$ cat src/rtl/npc_unit_if.sv
// Signal bundle between the pipeline control logic (hazard/decode/CP0) and the
// next-PC generator that feeds the fetch-stage PC register.
interface npc_unit_if;
  logic [31:0] pc_in;
  logic        stall;
  logic        redir_valid;
  logic [31:0] redir_target;
  logic        exc_req;
  logic        eret_req;
  logic [31:0] epc;
  logic [31:0] next_pc;
  logic        pc_en;
  logic        flush;
  logic        pending;
  logic        misalign;

  modport master (
    output pc_in, stall, redir_valid, redir_target, exc_req, eret_req, epc,
    input  next_pc, pc_en, flush, pending, misalign
  );

  modport slave (
    input  pc_in, stall, redir_valid, redir_target, exc_req, eret_req, epc,
    output next_pc, pc_en, flush, pending, misalign
  );
endinterface

$ cat src/rtl/npc_unit.sv
// Next-PC generator: picks the PC register's next value and load enable, holds
// branch/jump redirects across stalls, and gives exception/ERET top priority.
module npc_unit #(
  parameter logic [31:0] RESET_PC = 32'h0000_3000,
  parameter logic [31:0] EXC_VEC  = 32'h0000_4180
) (
  input logic       clk,
  input logic       reset,
  npc_unit_if.slave bus
);

  typedef enum logic {RUN, PEND} state_e;

  state_e      state_q, state_d;
  logic [31:0] pend_target_q, pend_target_d;
  logic [31:0] target;
  logic        nonseq;
  logic        load_en;
  logic        do_flush;

  // NOTE: sequential state uses non-blocking assignments so every register
  // samples the same pre-edge values; the async clear also empties a pending
  // redirect without waiting for a clock edge.
  always_ff @(posedge clk or negedge reset) begin
    if (!reset) begin
      state_q       <= RUN;
      pend_target_q <= '0;
    end else begin
      state_q       <= state_d;
      pend_target_q <= pend_target_d;
    end
  end

  // NOTE: every variable gets a default before the priority chain, so no path
  // leaves one unassigned and no latch is inferred.
  always_comb begin
    state_d       = state_q;
    pend_target_d = pend_target_q;
    target        = bus.pc_in + 32'd4;
    nonseq        = 1'b0;
    load_en       = 1'b1;
    do_flush      = 1'b0;

    if (bus.exc_req) begin
      target        = EXC_VEC;
      nonseq        = 1'b1;
      do_flush      = 1'b1;
      state_d       = RUN;
      pend_target_d = '0;
    end else if (bus.eret_req) begin
      target        = bus.epc;
      nonseq        = 1'b1;
      do_flush      = 1'b1;
      state_d       = RUN;
      pend_target_d = '0;
    end else if (bus.stall) begin
      target  = bus.pc_in;
      load_en = 1'b0;
      if (bus.redir_valid) begin
        pend_target_d = bus.redir_target;
        state_d       = PEND;
      end
    end else if (bus.redir_valid) begin
      // A fresh redirect supersedes anything still buffered.
      target  = bus.redir_target;
      nonseq  = 1'b1;
      state_d = RUN;
    end else if (state_q == PEND) begin
      target  = pend_target_q;
      nonseq  = 1'b1;
      state_d = RUN;
    end
  end

  // Outputs are gated by reset directly so they settle the moment reset drops.
  always_comb begin
    if (!reset) begin
      bus.next_pc  = RESET_PC;
      bus.pc_en    = 1'b0;
      bus.flush    = 1'b0;
      bus.pending  = 1'b0;
      bus.misalign = 1'b0;
    end else begin
      bus.next_pc  = {target[31:2], 2'b00};
      bus.pc_en    = load_en;
      bus.flush    = do_flush;
      bus.pending  = (state_q == PEND);
      bus.misalign = nonseq & (|target[1:0]);
    end
  end

endmodule

$ cat src/flat_wrapper.sv
// flat-port wrapper written by rule: the top's interface ports become plain ports
module npc_unit_flat 
#(
  parameter logic [31:0] RESET_PC = 32'h0000_3000,
  parameter logic [31:0] EXC_VEC  = 32'h0000_4180
)
  (clk, reset, bus_pc_in, bus_stall, bus_redir_valid, bus_redir_target, bus_exc_req, bus_eret_req, bus_epc, bus_next_pc, bus_pc_en, bus_flush, bus_pending, bus_misalign);
  npc_unit_if bus_i ();
  input logic clk;
  input logic reset;
  input wire logic [$bits(bus_i.pc_in)-1:0] bus_pc_in;
  input wire logic [$bits(bus_i.stall)-1:0] bus_stall;
  input wire logic [$bits(bus_i.redir_valid)-1:0] bus_redir_valid;
  input wire logic [$bits(bus_i.redir_target)-1:0] bus_redir_target;
  input wire logic [$bits(bus_i.exc_req)-1:0] bus_exc_req;
  input wire logic [$bits(bus_i.eret_req)-1:0] bus_eret_req;
  input wire logic [$bits(bus_i.epc)-1:0] bus_epc;
  output wire logic [$bits(bus_i.next_pc)-1:0] bus_next_pc;
  output wire logic [$bits(bus_i.pc_en)-1:0] bus_pc_en;
  output wire logic [$bits(bus_i.flush)-1:0] bus_flush;
  output wire logic [$bits(bus_i.pending)-1:0] bus_pending;
  output wire logic [$bits(bus_i.misalign)-1:0] bus_misalign;
  assign bus_i.pc_in = bus_pc_in;
  assign bus_i.stall = bus_stall;
  assign bus_i.redir_valid = bus_redir_valid;
  assign bus_i.redir_target = bus_redir_target;
  assign bus_i.exc_req = bus_exc_req;
  assign bus_i.eret_req = bus_eret_req;
  assign bus_i.epc = bus_epc;
  assign bus_next_pc = bus_i.next_pc;
  assign bus_pc_en = bus_i.pc_en;
  assign bus_flush = bus_i.flush;
  assign bus_pending = bus_i.pending;
  assign bus_misalign = bus_i.misalign;
  npc_unit #(.RESET_PC(RESET_PC), .EXC_VEC(EXC_VEC)) u_core (.clk(clk), .reset(reset), .bus(bus_i));
endmodule
$ cat config.mk
export PLATFORM = sky130hd
export DESIGN_NAME = npc_unit_flat
export DESIGN_NICKNAME = d
export VERILOG_FILES = /design/src/rtl/npc_unit_if.sv /design/src/rtl/npc_unit.sv /design/src/flat_wrapper.sv
export SDC_FILE = /design/constraint.sdc
export NUM_CORES = 1
export LEC_CHECK = 0
export ABC_AREA = 1
export CAP_MARGIN = 10
export CORE_MARGIN = 2
export CORE_UTILIZATION = 29
export CTS_BUF_LIST = sky130_fd_sc_hd__clkbuf_4
export CTS_CLUSTER_DIAMETER = 200
export DETAILED_ROUTE_END_ITERATION = 6
export PLACE_DENSITY_LB_ADDON = 0.05
export SYNTH_ARGS = -nofsm -noshare
export SYNTH_HDL_FRONTEND = slang
export SYNTH_SLANG_ARGS = --single-unit
$ cat constraint.sdc
create_clock -name clk -period 3.9 [get_ports clk]
set_clock_uncertainty 0.15 [all_clocks]
set_input_delay 0.585 -clock clk [delete_from_list [all_inputs] [get_ports clk]]
set_output_delay 0.585 -clock clk [all_outputs]
set_load 0.02 [all_outputs]
==> results by group <==
Routing
  • DR WL/cell: between 15 and 20 µm
  • Routed vias: between 4000 and 5000
  • DR pass1 iterations: 4
  • Drt drc: 0
  • Initial DRC count: 223
  • DRT antenna net count: 0
  • Via/cell ratio: roughly 5.0
  • Final wirelength: 14800 µm

Die
  • Height of the die: roughly 110 µm
  • Die width: approximately 110 µm
  • Core ar.: roughly 12000 µm²
  • Die Footprint: 12900 µm²
  • Rows: 40
  • Io pins: 138
  • Starting Density: 29.4%

STA
  • Final Hold Viols: 0
  • Tcrit/Tclk final: 95.9%
  • Number of endpoints failing setup at the final stage: 0
  • Slew margin rel.: roughly three fifths
  • F_max: 267 MHz
  • Final hold slack: 219 ps
  • Setup TNS: 0 ps
  • Final Slew Violations: 0
  • RSZ-0062 raised after global routing: no
  • Worst Tran Pin Value: 600 ps
  • Clock period minus worst slack: between 3000 and 4000 ps
  • Post-layout worst setup margin: 159 ps

Clock network
  • CTS Buf Count: 5
  • H-tree levels: 2
  • # hold bufs at CTS: 0
  • Clk sinks: 33
  • Clock transition at path regs: about 100 ps
  • CTS tree: done
  • Post-CTS setup buffers: 0
  • Deepest clock path buffer count: 2
  • Clk_lat worst skew: about 330 ps
  • Root buffer cell: clkbuf_4

Pwr
  • Max VDD drop: roughly 0.000092 V
  • Comb pwr share: 44.1%
  • Sw Ratio: a little over a third
  • Power density over cell area: about 190 nW/µm²
  • LEAKAGE: ~2.3 nW
  • Int Pwr: 0.612 mW
  • Sw power: 0.351 mW
  • Power share of the sequential group: a little over a third
  • Final Power: slightly below 1 mW
  • Clock share of power: approximately 19%

Placement
  • Placed cells: ~870
  • IO buf count: between 100 and 150
  • Placer Congestion: between 0.8 and 0.9
  • DP HPWL: roughly 11000 µm
  • Dpl ws: about 130 ps

Synthesis
  • Post-synth cell types: 31
  • Top_reg_cell synth: dfrtp_1
  • Mean Syn Cell Area: between 5 and 6 µm²
  • Largest area contributor in the netlist: dfrtp_1
  • Top post-synthesis cells by area: dfrtp_1 (24%), nand2_1 (21%), a21oi_1 (12%)
  • Number of synthesized register bits: 33
  • Post-synth EDFFs: 0
  • Syn Std Cell Area: between 3000 and 4000 µm²
  • Sequential share of the synthesized area: a little under a quarter
  • Synthesized netlist cell count: around 610
  • Synth warnings: 0
  • Synth async-reset ratio: 100%
  • Top-area cell type share of the netlist area: a little under a quarter

Cells and area
  • Area of the multi-input gates: approximately 2200 µm²
  • Filler cell count: ~1300
  • Non-Filler Instances: between 800 and 900
  • Fin nets: around 840
  • Share of layout cells above drive strength 1: ~6%
  • Area growth syn-to-layout: 44.0%
  • FF+latch area: ~830 µm²

Worst setup path
  • Register-to-Register Path Depth: 2
  • Reg-to-reg endpoint: u_core.state_q
  • R2r startpoint: u_core.state_q
  • WS Path Type: input port to output port
  • Critical path startpoint category: input port
  • Critical path peak fanout: 4
  • Crit end category: output port
  • R2R setup slack: between 2000 and 3000 ps
  • CP Data Required Time: 3160 ps
  • Data arrival, critical path: approximately 3000 ps

Outcome
  • Run status: complete, no violations

Global routing
  • GRT overflow: 0
  • First-pass GRT wire length: approximately 22000 µm
  • Initial antenna violation count: 1
  • Largest net degree at the start of global routing: 65
  • Vias in the first global route: about 4200
  • Total track usage: 22.3%

Job
  • Max-Cap Viols: 0

Hold path
  • Hold crit path type: input port to asynchronous set/reset pin
-- area by class of cell --
cell class	instances	area share (%)
antenna	1	0.0499
clock buffer	6	0.897
clock inverter	1	0.0748
inverter	67	5.01
multi-input combinational	479	44.2
sequential	33	16.5
tap	147	3.66
timing repair buffer	148	29.6
-- how the worst max path moves through the flow --
stage	start	endpoint	slack, ps	cells after the start
CTS	bus_pc_in[2]	bus_next_pc[30]	130	13
global placement	bus_pc_in[2]	bus_next_pc[26]	160	13
finish	bus_pc_in[2]	bus_next_pc[6]	160	10
global route	bus_pc_in[13]	bus_next_pc[15]	3	12
floorplan	bus_pc_in[2]	bus_next_pc[26]	1360	11
detailed placement	bus_pc_in[2]	bus_next_pc[30]	130	13
-- kinds of logic after synthesis --
logic type | share of synthesized area, %
XOR/XNOR | 0.503
other | 0.108
AO/OA/AOI/OAI | 26.5
buffers and inverters | 12.7
AND/OR/NAND/NOR | 36.1
flip-flops | 23.7
adder cells (fa/ha/maj) | 0.359
-- power by group through the flow --
stage               combinational (mW)  sequential [mW]  clock, mW
floorplan                        0.198            0.358          0
global placement                 0.427            0.358          0
detailed placement               0.426            0.359          0
CTS                              0.429            0.352      0.194
global route                     0.463            0.353      0.207
finish                           0.425            0.352      0.186
-- cells in the final DEF, fill, tap and decap left out, types with 2 or more instances in the layout --
cell | Yosys | final
nand2_1 | 193 | 193
clkdlybuf4s50_1 | 0 | 125
a21oi_1 | 85 | 85
inv_1 | 66 | 66
o21ai_0 | 53 | 53
nand3_1 | 44 | 44
nor2_1 | 42 | 42
dfrtp_1 | 33 | 33
o22ai_1 | 27 | 27
buf_4 | 5 | 12
nor2_2 | 6 | 6
clkbuf_4 | 0 | 6
dlymetal6s2s_1 | 0 | 6
nand2_2 | 5 | 5
nor2_4 | 4 | 4
a21oi_2 | 4 | 4
o21ai_1 | 3 | 3
buf_12 | 0 | 3
clkinv_1 | 1 | 2
and2_1 | 2 | 2
xor2_1 | 2 | 2
conb_1 | 1 | 2
buf_2 | 6 | 2
-- Yosys cell counts (all sizes together) (2+ instances only) --
library cell	count
clkbuf	20
a21oi	89
nand2	199
inv	66
dfrtp	33
nand3	44
xor2	2
buf	15
o22ai	27
nor2	52
o21ai	56
and2	2
-- repair_timing --
item | CTS | global route
endpoints found under the hold margin | 0 | 0
resized for setup | 0 | 6
setup endpoints to repair | 0 | 6
-- flip-flops by register name, summed over array words and instances, names as in the netlist --
signal and flops:
u_core.pend_target_q 32, u_core.state_q 1
-- worst max-delay path, cell delays in order --
cell	delay, ps
clkdlybuf4s50_1	540
ha_1	210
nand3_1	120
or2_2	290
nand3_1	100
o21ai_0	100
o21ai_0	160
nand2_1	130
a21oi_1	140
clkdlybuf4s50_1	630
-- layer usage --
| metal | part of all wire, % | track usage (%) | vias to the layer above |
|---|---|---|---|
| li1 | - | - | 2249 |
| met1 | 44 | 28.1 | 2019 |
| met2 | 50 | 40.6 | 131 |
| met3 | 5.0 | 3.61 | 13 |
| met4 | 1.4 | 3.74 | 0 |
| met5 | 0 | 0 | - |
-- per-stage QoR --
| step | instance area [µm²] | utilization, % |
|---|---|---|
| floorplan | 3490 | - |
| global placement | 4950 | 41.8 |
| detailed placement | 4950 | 41.8 |
| CTS | 5000 | 42.2 |
| global route | 5020 | 42.3 |
| finish | 5020 | 42.3 |
Power figures use the tool's default switching activity.
